`src/rtl/reset_halt_ctrl_if.sv`:
```
// reset_halt_ctrl_if: board-level reset/run-control signal bundle.
// master drives the raw board inputs, slave is the sequencer.
interface reset_halt_ctrl_if #(
   parameter int NUM_STAGES = 3
);
   logic                  button_n;
   logic                  lock_in;
   logic                  exit_in;
   logic                  resume;
   logic [NUM_STAGES-1:0] reset_out;
   logic                  halt;
   logic                  clock_enable;
   logic                  lock_lost;

   modport master (
      output button_n, lock_in, exit_in, resume,
      input  reset_out, halt, clock_enable, lock_lost
   );

   modport slave (
      input  button_n, lock_in, exit_in, resume,
      output reset_out, halt, clock_enable, lock_lost
   );
endinterface

```
`src/rtl/reset_halt_ctrl.sv`:
```
// reset_halt_ctrl: button/PLL-lock reset sequencer with staged
// release, CPU halt latch and clock enable.
module reset_halt_ctrl #(
   parameter int NUM_STAGES         = 3,
   parameter int STAGE_DELAY_CYCLES = 16,
   parameter int DEBOUNCE_CYCLES    = 1024,
   parameter int SYNC_STAGES        = 3
) (
   input  logic             clock,
   input  logic             reset,
   reset_halt_ctrl_if.slave io
);

   localparam int DW = $clog2(DEBOUNCE_CYCLES + 1);
   localparam int CW = (STAGE_DELAY_CYCLES > 1) ?
                       $clog2(STAGE_DELAY_CYCLES) : 1;
   localparam int IW = (NUM_STAGES > 1) ? $clog2(NUM_STAGES) : 1;

   localparam logic [DW-1:0] DB_LAST  = DW'(DEBOUNCE_CYCLES - 1);
   localparam logic [CW-1:0] CNT_LAST = CW'(STAGE_DELAY_CYCLES - 1);
   localparam logic [IW-1:0] IDX_LAST = IW'(NUM_STAGES - 1);

   typedef enum logic [1:0] {
      ST_ASSERT,
      ST_RELEASE,
      ST_RUN
   } state_t;

   logic [SYNC_STAGES-1:0] btn_sync_q;
   logic [SYNC_STAGES-1:0] lock_sync_q;
   logic                   btn_s;
   logic                   lock_s;

   logic [DW-1:0]          db_cnt_q, db_cnt_d;
   logic                   btn_acc_q, btn_acc_d;
   logic                   pressed;
   logic                   req;

   state_t                 state_q, state_d;
   logic [CW-1:0]          cnt_q, cnt_d;
   logic [IW-1:0]          idx_q, idx_d;
   logic [NUM_STAGES-1:0]  rst_q, rst_d;
   logic                   halt_q, halt_d;
   logic                   ce_q, ce_d;
   logic                   ll_q, ll_d;

   assign btn_s   = btn_sync_q[SYNC_STAGES-1];
   assign lock_s  = lock_sync_q[SYNC_STAGES-1];
   assign pressed = ~btn_acc_q;
   assign req     = reset | pressed | ~lock_s;

   // Bring the raw button and lock pins into the clock domain.
   always_ff @(posedge clock) begin
      if (reset) begin
         btn_sync_q  <= '1;
         lock_sync_q <= '0;
      end else begin
         btn_sync_q  <= {btn_sync_q[SYNC_STAGES-2:0], io.button_n};
         lock_sync_q <= {lock_sync_q[SYNC_STAGES-2:0], io.lock_in};
      end
   end

   // Accept a new button level only after it has held long enough.
   always_comb begin
      db_cnt_d  = '0;
      btn_acc_d = btn_acc_q;
      if (btn_s != btn_acc_q) begin
         if (db_cnt_q == DB_LAST) begin
            btn_acc_d = btn_s;
         end else begin
            db_cnt_d = db_cnt_q + DW'(1);
         end
      end
   end

   // Staged release sequence plus halt, enable and lock-loss flags.
   always_comb begin
      state_d = state_q;
      cnt_d   = cnt_q;
      idx_d   = idx_q;
      rst_d   = rst_q;
      if (req) begin
         state_d = ST_ASSERT;
         cnt_d   = '0;
         idx_d   = '0;
         rst_d   = '1;
      end else begin
         unique case (state_q)
            ST_ASSERT, ST_RELEASE: begin
               state_d = ST_RELEASE;
               if (cnt_q == CNT_LAST) begin
                  cnt_d        = '0;
                  rst_d[idx_q] = 1'b0;
                  idx_d        = idx_q + 1'b1;
                  if (idx_q == IDX_LAST) begin
                     state_d = ST_RUN;
                  end
               end else begin
                  cnt_d = cnt_q + 1'b1;
               end
            end
            ST_RUN: begin
               rst_d = '0;
            end
            default: begin
               state_d = ST_ASSERT;
            end
         endcase
      end

      halt_d = halt_q;
      if (req) begin
         halt_d = 1'b0;
      end else if (state_q == ST_RUN && io.exit_in) begin
         halt_d = 1'b1;
      end else if (io.resume) begin
         halt_d = 1'b0;
      end

      ce_d = (state_d == ST_RUN) & ~halt_d;

      ll_d = ll_q;
      if (~lock_s && state_q != ST_ASSERT) begin
         ll_d = 1'b1;
      end else if (pressed) begin
         ll_d = 1'b0;
      end
   end

   // Control state registers.
   always_ff @(posedge clock) begin
      if (reset) begin
         db_cnt_q  <= '0;
         btn_acc_q <= 1'b1;
         state_q   <= ST_ASSERT;
         cnt_q     <= '0;
         idx_q     <= '0;
         rst_q     <= '1;
         halt_q    <= 1'b0;
         ce_q      <= 1'b0;
         ll_q      <= 1'b0;
      end else begin
         db_cnt_q  <= db_cnt_d;
         btn_acc_q <= btn_acc_d;
         state_q   <= state_d;
         cnt_q     <= cnt_d;
         idx_q     <= idx_d;
         rst_q     <= rst_d;
         halt_q    <= halt_d;
         ce_q      <= ce_d;
         ll_q      <= ll_d;
      end
   end

   assign io.reset_out    = rst_q;
   assign io.halt         = halt_q;
   assign io.clock_enable = ce_q;
   assign io.lock_lost    = ll_q;

endmodule
```
`src/flat_wrapper.sv`:
```
// flat-port wrapper written by rule: the top's interface ports become plain ports
module reset_halt_ctrl_flat 
#(
   parameter int NUM_STAGES         = 3,
   parameter int STAGE_DELAY_CYCLES = 16,
   parameter int DEBOUNCE_CYCLES    = 1024,
   parameter int SYNC_STAGES        = 3
)
  (clock, reset, io_button_n, io_lock_in, io_exit_in, io_resume, io_reset_out, io_halt, io_clock_enable, io_lock_lost);
  reset_halt_ctrl_if #(.NUM_STAGES(NUM_STAGES)) io_i ();
  input  logic clock;
  input  logic reset;
  input wire logic [$bits(io_i.button_n)-1:0] io_button_n;
  input wire logic [$bits(io_i.lock_in)-1:0] io_lock_in;
  input wire logic [$bits(io_i.exit_in)-1:0] io_exit_in;
  input wire logic [$bits(io_i.resume)-1:0] io_resume;
  output wire logic [$bits(io_i.reset_out)-1:0] io_reset_out;
  output wire logic [$bits(io_i.halt)-1:0] io_halt;
  output wire logic [$bits(io_i.clock_enable)-1:0] io_clock_enable;
  output wire logic [$bits(io_i.lock_lost)-1:0] io_lock_lost;
  assign io_i.button_n = io_button_n;
  assign io_i.lock_in = io_lock_in;
  assign io_i.exit_in = io_exit_in;
  assign io_i.resume = io_resume;
  assign io_reset_out = io_i.reset_out;
  assign io_halt = io_i.halt;
  assign io_clock_enable = io_i.clock_enable;
  assign io_lock_lost = io_i.lock_lost;
  reset_halt_ctrl #(.NUM_STAGES(NUM_STAGES), .STAGE_DELAY_CYCLES(STAGE_DELAY_CYCLES), .DEBOUNCE_CYCLES(DEBOUNCE_CYCLES), .SYNC_STAGES(SYNC_STAGES)) u_core (.clock(clock), .reset(reset), .io(io_i));
endmodule
```
`config.mk`:
```
export PLATFORM = sky130hd
export DESIGN_NAME = reset_halt_ctrl_flat
export DESIGN_NICKNAME = d
export VERILOG_FILES = /design/src/rtl/reset_halt_ctrl_if.sv /design/src/rtl/reset_halt_ctrl.sv /design/src/flat_wrapper.sv
export SDC_FILE = /design/constraint.sdc
export NUM_CORES = 1
export LEC_CHECK = 0
export CAP_MARGIN = 0
export CORE_AREA = 2 2 53 55
export CTS_BUF_LIST = sky130_fd_sc_hd__clkbuf_4 sky130_fd_sc_hd__clkbuf_8
export DETAILED_ROUTE_END_ITERATION = 8
export DIE_AREA = 0 0 55 57
export GPL_TIMING_DRIVEN = 0
export PLACE_DENSITY = 0.74
export SKIP_CTS_REPAIR_TIMING = 1
export SLEW_MARGIN = 20
export SYNTH_ARGS = -nofsm -noshare
export SYNTH_HDL_FRONTEND = slang
export SYNTH_SLANG_ARGS = --single-unit
```
`constraint.sdc`:
```
create_clock -name clock -period 1.52 [get_ports clock]
set_input_delay 0.304 -clock clock [delete_from_list [all_inputs] [get_ports clock]]
set_output_delay 0.304 -clock clock [all_outputs]
set_load 0.02 [all_outputs]
```
# After elaboration in Yosys (flattened, before gate mapping)
# Cells that the tools add are included.
# totals
output_inout_bits	6
input_bits	6
register_bits	32
# op_classes
mux	14
n_addsub	3
n_reduce_logical	12
magnitude_cmp	2
eq_ne	9
n_bitwise	9
# op_table
operator	n
$add A11 B1 Y11 const B	1
$eq A11 B10 Y1 const B	1
$eq A2 B2 Y1 const B	3
$mux W1	6
$mux W2	3
$pmux W3 S2	1
$reduce_and A2 Y1	3
$add A4 B1 Y4 const B	1
$eq A4 B4 Y1 const B	1
$mux W4	1
$not A1 Y1	4
$pmux W2 S2	1
$reduce_bool A2 Y1	2
$reduce_or A2 Y1	2
$and A3 B3 Y3	1
$logic_and A1 B1 Y1	3
$lt A2 B3 Y1 const B	1
$mux W3	1
$not A3 Y3	1
$reduce_or A3 Y1	1
$add A2 B1 Y2 const B	1
$demux W1 S2	1
$eq A2 B1 Y1 const B	1
$ge A2 B1 Y1 const B	1
other kinds (6)	7

# Depth between registers and ports, before layout
# Gate-level depths: netlist of run 1.
# logic_depth
word_depth	8
depth_mapped	5

# Least setup slack after synthesis of run 1
# OpenSTA, ideal clock, no wires.
# synth_timing
path_type	register to register
startpoint	register u_core.db_cnt_q[0]
endpoint	register u_core.btn_acc_q
setup_ns	0.072
t_arrival_ns	1.352
path_buffers	0
t_required_ns	1.448
setup_slack_ns	0.096
path_stages_with_launch	5
path_cell_list	dfxtp_1 ha_1 nand3_1 nor4_4 mux2i_1
# synth_via
elab_chain_cells	2
# synth_rtl
element	line_no	source
start: declaration	reset_halt_ctrl.sv:34	logic [DW-1:0] db_cnt_q, db_cnt_d;
start signal: assignment	reset_halt_ctrl.sv:143	db_cnt_q <= db_cnt_d;
$eq A11 B10 Y1	reset_halt_ctrl.sv:68	if (db_cnt_q == DB_LAST) begin
$reduce_and A2 Y1 (no source line)	-	
end signal: assignment	reset_halt_ctrl.sv:144	btn_acc_q <= btn_acc_d;
end: declaration	reset_halt_ctrl.sv:35	logic btn_acc_q, btn_acc_d;
# No other way between the ends.
# A chain may end at the register's enable or synchronous reset.

# Worst setup path after layout of run 1
# layout_timing
startpoint	register u_core.db_cnt_q[5]
endpoint	register u_core.db_cnt_q[9]
# layout_via
elab_chain_cells	2
word_cells_on_any_way	3
classes_between	1 x add/sub; 1 x eq/ne; 1 x reduce/logical
# layout_rtl
element
branches (longest 2 deep; another with $add A11 B1 Y11)
# Parallel ways; which one is timed is not known.

==> metrics, run 1 <==
WL final 2196 µm; sequential element share of the synthesized area 50.00%; TNS Setup 0 ns; Die Ht 57 µm; Layout Nets 158; EDFF count, synth 0; Post-Syn Area 0.001281 mm²; # IOs 12; peak supply drop 0.0007782 V; Syn Area/Cell 10.01 µm²; post-route cell area 0.001539 mm²; H-tree levels 2; vias in the first global route 920; Post-DP Area 0.001430 mm²; HPWL after DPL 1559 µm; Arr. time, crit path 1.70 ns; met3 wire length 59 µm; Remaining Overflow, GRT 0; clock buffer depth 2; Ys Warns 0; Mapped Nets 139; total chip power 1.410 mW; outcome complete, no violations; GP Congestion 0.6988; CP Capture Type flip-flop; normalized max-slew margin 68.75%; DR pass1 iterations 4; Hold Crit Class flip-flop to flip-flop; Met1 Wirelength 881 µm; die area 0.003135 mm²; Req. time, crit path 1.78 ns; Main synth FF type dfxtp_1; Slew @ Worst Pin 0.4687 ns; top cell type's share of synthesized area 50.00%; std cell rows 19; max_cap viols 0; metal2 WL 1200 µm; Cells after Synth 128; initial antenna violation count 0; WL per Instance 12.34 µm; Cell variety after synth 33; f_max 0.6935 GHz; cell taking the most area after synthesis dfxtp_1; Layout Utilization 58.85%; Core ar. 0.002615 mm²; crit share post-route 94.87%; # DRC 0; RSZ-0062 raised after global routing false; # port buffers 11; Slew Viols, Final 0; Area Growth Syn to Fin 20.12%; # fillers 255; share of cells above drive strength 1 19.05%; Via density 5.303; Setup crit start kind flip-flop; critical path fanouts, max 8; Final min period 1.442 ns; clk_skew 0.007771 ns; worst-skew pair later-pin latency 0.32 ns; crit path kind flip-flop to flip-flop; post-route antenna net violation count 0; clock slew at reported path FFs 0.09 ns; CTS tree built; TritonCTS Buffers 5; flops & latches, synth 32; ANT cells 0; asr flop ratio synth 0%; All-Layer GR Usage 16.17%; Lkg Pwr 0.5581 nW; final hold slack 0.4120 ns; Top Layer Used met4; largest net degree at the start of global routing 11; Initial Util 49.00%; Final Hold Viols 0; Die W 55 µm; CTS root buf clkbuf_4; final setup fails 0; Iter 0 DRT Violations 15; power density cells 915.9 mW/mm²; Sink Count 32; vias post-DR 944; global-route wire length before repair 3594 µm; synth top area cells dfxtp_1 (50%), ha_1 (4.9%), nor2_1 (2.9%)
power by group:
group,total (mW),switching [mW],internal (mW)
Combinational,0.0313,0.0113,0.0200
Clock,0.530,0.267,0.262
Sequential,0.849,0.00297,0.846
through the flow:
stage | instances | worst slack (ns)
after global placement | 170 | -0.3814
after floorplan | 128 | 0.09609
after CTS | 177 | -0.1451
after global routing | 178 | 0.00006373
after detailed placement | 170 | -0.4236
final | 178 | 0.07801
kinds of logic after synthesis:
group | share of synthesized area, %
adder cells (fa/ha/maj) | 4.883
multiplexers | 2.344
flip-flops | 50.00
buffers and inverters | 2.148
XOR/XNOR | 4.102
AND/OR/NAND/NOR | 25.29
AO/OA/AOI/OAI | 11.23
Yosys cell counts, drive strengths merged (2+ instances only):
| cell type | instances |
|---|---|
| a211oi | 4 |
| a21oi | 7 |
| a31o | 2 |
| clkbuf | 4 |
| dfxtp | 32 |
| ha | 5 |
| inv | 2 |
| mux2i | 3 |
| nand2 | 8 |
| nand2b | 3 |
| nand3 | 4 |
| nor2 | 10 |
| nor2b | 6 |
| nor3 | 5 |
| nor3b | 3 |
| o21ai | 5 |
| or2 | 3 |
| or3 | 5 |
| xnor2 | 3 |
| xor2 | 3 |
cells in the final DEF (no fill, tap or decap), drive strengths merged, types with 5 or more instances in the layout:
| cell | n |
|---|---|
| a21oi | 7 |
| clkbuf | 10 |
| clkdlybuf4s50 | 5 |
| dfxtp | 32 |
| dlymetal6s2s | 6 |
| ha | 5 |
| nand2 | 8 |
| nor2 | 10 |
| nor2b | 6 |
| nor3 | 5 |
| o21ai | 5 |
| or3 | 5 |
final timing paths:
| check | startpoint | endpoint | slack [ns] | depth (start not counted) |
|---|---|---|---|---|
| worst max-delay path | u_core.db_cnt_q[5]$_SDFF_PP0_ | u_core.db_cnt_q[9]$_SDFF_PP0_ | 0.08 | 3 |
| worst min-delay path | u_core.btn_sync_q[1]$_SDFF_PP1_ | u_core.btn_sync_q[2]$_SDFF_PP1_ | 0.41 | 1 |
| worst max register to register | u_core.db_cnt_q[5]$_SDFF_PP0_ | u_core.db_cnt_q[9]$_SDFF_PP0_ | 0.08 | 3 |
| worst min register to register | u_core.btn_sync_q[1]$_SDFF_PP1_ | u_core.btn_sync_q[2]$_SDFF_PP1_ | 0.41 | 1 |
worst max-delay path, stage by stage, from the launching register on:
cell	delay, ns
dfxtp_1	0.43
nand4_4	0.18
or4_4	0.55
a211oi_2	0.21
cell type report:
type | instances | area, µm² | area share [%]
flip-flops and latches | 32 | 643.1 | 41.79
multi-input cells | 89 | 625.6 | 40.65
repair buffers | 13 | 140.1 | 9.106
clock buffers | 7 | 65.06 | 4.228
well taps | 31 | 38.79 | 2.520
plain buffers | 4 | 18.77 | 1.220
inverters | 2 | 7.507 | 0.4878
per-layer routing:
layer,vias up,GRT usage (%)
met4,0,8.362
met1,444,15.15
met3,7,6.545
met5,-,0
met2,11,28.74
li1,482,-
flip-flops by register name (all words and copies together), names as in the netlist:
name                    flops
u_core.db_cnt_q            11
u_core.cnt_q                4
u_core.io.lock_lost         1
u_core.io.clock_enable      1
u_core.idx_q                2
u_core.io.halt              1
u_core.io.reset_out         3
u_core.btn_acc_q            1
u_core.lock_sync_q          3
u_core.btn_sync_q           3
u_core.state_q              2
No activity file was read; power rests on OpenSTA's default activity.
==> inputs of run 2 (changes only) <==
Settings changed: HOLD_SLACK_MARGIN from default to 0.03, SETUP_SLACK_MARGIN from default to 0.05.
==> run 2 against run 1 <==
  * First-iteration DRC count down 40%
  * Combinational power about the same
  * Maximum frequency grew 1.7%
  * Critical endpoint unchanged
  * Wire length grew 3.0%
  * Die area unchanged
  * Cell area grew 1.1%
  * Register-to-register slack better by 0.02 ns
  * Sequential cell count unchanged
  * Via count increased by 0.11%
  * Critical path type unchanged
  * Count of clock-buffer cells in the layout is the same
==> metrics, run 2 (synthesized netlist as in run 1, its figures left out) <==
outcome complete, no violations (unchanged); normalized max-slew margin 68.24% (was 68.75%); post-route antenna net violation count 0 (unchanged); Worst path slowest cell or4_4 (unchanged); leading cell type in the layout, fill and taps excluded dfxtp_1 (unchanged); WL per Instance 12.71 µm (was 12.34 µm); GR peak layer met2 (unchanged); clk_skew 0.007861 ns (was 0.007771 ns); cells along the critical path nand4_4 -> or4_4 -> a211oi_2 (unchanged); share of cells above drive strength 1 21.77% (was 19.05%); # IOs 12 (unchanged); Final min period 1.417 ns (was 1.442 ns); vias post-DR 945 (was 944); Core ar. 0.002615 mm² (unchanged); die area 0.003135 mm² (unchanged); largest net degree at the start of global routing 11 (unchanged); TritonCTS Buffers 5 (unchanged); Sink Count 32 (unchanged); TNS Setup 0 ns (unchanged); Initial Util 49.00% (unchanged); Largest Register u_core.db_cnt_q (unchanged); # port buffers 11 (unchanged); Req. time, crit path 1.77 ns (was 1.78 ns); HPWL after DPL 1559 µm (unchanged); Largest register FFs 11 (unchanged); commonest cells after routing, fill and taps aside dfxtp_1 (28), nor2_1 (10), nand2_1 (8) (was dfxtp_1 (30), nor2_1 (10), nand2_1 (8)); post-route cell area 0.001555 mm² (was 0.001539 mm²); f_max 0.7055 GHz (was 0.6935 GHz); critical path fanouts, max 8 (unchanged); Iter 0 DRT Violations 9 (was 15); GP Congestion 0.6988 (unchanged); Hold Path End u_core.btn_sync_q[2]$_SDFF_PP1_ (unchanged); CTS root buf clkbuf_4 (unchanged); worst setup path startpoint u_core.db_cnt_q[3]$_SDFF_PP0_ (was u_core.db_cnt_q[5]$_SDFF_PP0_); Layout Utilization 59.47% (was 58.85%); clock buffer depth 2 (unchanged); Slew Viols, Final 0 (unchanged); clock slew at reported path FFs 0.09 ns (about the same); worst reg-to-reg path cell count 3 (unchanged); Die Ht 57 µm (unchanged); Hold Crit Class flip-flop to flip-flop (unchanged); worst-skew pair later-pin latency 0.32 ns (about the same); hold_sp u_core.btn_sync_q[1]$_SDFF_PP1_ (unchanged); Layout Nets 158 (unchanged); final setup fails 0 (unchanged); Hold Path Stages 1 (unchanged); Setup crit start kind flip-flop (unchanged); met1 usage 15.15% (unchanged); Via density 5.309 (was 5.303); crit path kind flip-flop to flip-flop (unchanged); met2 Usage GRT 28.74% (unchanged); std cell rows 19 (unchanged); r2r startpoint u_core.db_cnt_q[3]$_SDFF_PP0_ (was u_core.db_cnt_q[5]$_SDFF_PP0_); Arr. time, crit path 1.67 ns (was 1.70 ns); WL final 2262 µm (was 2196 µm); # DRC 0 (unchanged); ANT cells 0 (unchanged); crit share post-route 93.25% (was 94.87%); total chip power 1.409 mW (was 1.410 mW); initial antenna violation count 0 (unchanged); global-route wire length before repair 3594 µm (unchanged); R2R Path End u_core.db_cnt_q[9]$_SDFF_PP0_ (unchanged); Die W 55 µm (unchanged); Slew @ Worst Pin 0.4764 ns (was 0.4687 ns); Area Growth Syn to Fin 21.39% (was 20.12%); RSZ-0062 raised after global routing false (unchanged); All-Layer GR Usage 16.17% (unchanged); Post-DP Area 0.001430 mm² (unchanged); met3 Track Usage GR 6.545% (unchanged); power density cells 905.8 mW/mm² (was 915.9 mW/mm²); H-tree levels 2 (unchanged); max_cap viols 0 (unchanged); Reg2Reg Setup Slack 0.10 ns (was 0.08 ns); Max stage delay on crit path 0.55 ns (about the same); vias in the first global route 920 (unchanged); CTS tree built (unchanged); CP Capture Type flip-flop (unchanged); Lkg Pwr 0.5555 nW (was 0.5581 nW); Largest regs u_core.db_cnt_q: 11 flops, u_core.cnt_q: 4 flops (unchanged); Remaining Overflow, GRT 0 (unchanged); Final Hold Viols 0 (unchanged); peak supply drop 0.0007783 V (was 0.0007782 V); DR pass1 iterations 4 (unchanged)
-- run 2: cell count changes in the layout (fill, tap and decap cells not counted) --
cell	before	now
ha_4	0	1
ha_1	4	3
and4b_2	0	1
and4b_1	1	0
dfxtp_1	30	28
dfxtp_2	2	4
-- run 2: per-layer routing --
layer  up-vias  wire length [µm]
met5         -                 0
met3         5                63
li1        481                 -
met4         0                42
met2        12              1257
met1       447               899
-- run 2: metrics by stage --
| step | hold slack [ns] | cells | setup slack (ns) |
|---|---|---|---|
| 2_1_floorplan | 0.3895 | 128 | 0.09609 |
| 3_3_place_gp | 0.3923 | 170 | -0.3814 |
| 3_5_place_dp | 0.3933 | 170 | -0.4236 |
| 4_1_cts | 0.4148 | 177 | -0.1451 |
| 5_1_grt | 0.4395 | 178 | 0.04874 |
| 6_report | 0.4120 | 178 | 0.1026 |
-- run 2: critical path, delay by kind of cell, from the launching register on --
kind               cells  cell delay [ns]
DFF                    1             0.41
and+or+nand+nor        2             0.73
AOI/OAI and AO/OA      1             0.21
-- run 2: how the worst max path moves through the flow --
stage | to | cells after the start
floorplan | u_core.btn_acc_q$_SDFFE_PP1P_ | 4
global placement | u_core.idx_q[0]$_SDFFE_PP0P_ | 5
detailed placement | u_core.idx_q[1]$_SDFFE_PP0P_ | 5
CTS | u_core.btn_acc_q$_SDFFE_PP1P_ | 4
global route | u_core.db_cnt_q[9]$_SDFF_PP0_ | 3
finish | u_core.db_cnt_q[9]$_SDFF_PP0_ | 3
-- run 2: final cells by class --
type / instances / area, µm²
tap: 31 / 38.79
buffer: 4 / 18.77
timing repair buffer: 13 / 140.1
multi-input combinational: 89 / 639.4
fill: 251 / 1060
clock buffer: 7 / 65.06
sequential: 32 / 645.6
inverter: 2 / 7.507
-- run 2: report_power, final --
part | switching, mW | internal (mW)
Combinational | 0.0113 | 0.0201
Sequential | 0.00319 | 0.846
Clock | 0.266 | 0.262
Total | 0.281 | 1.13
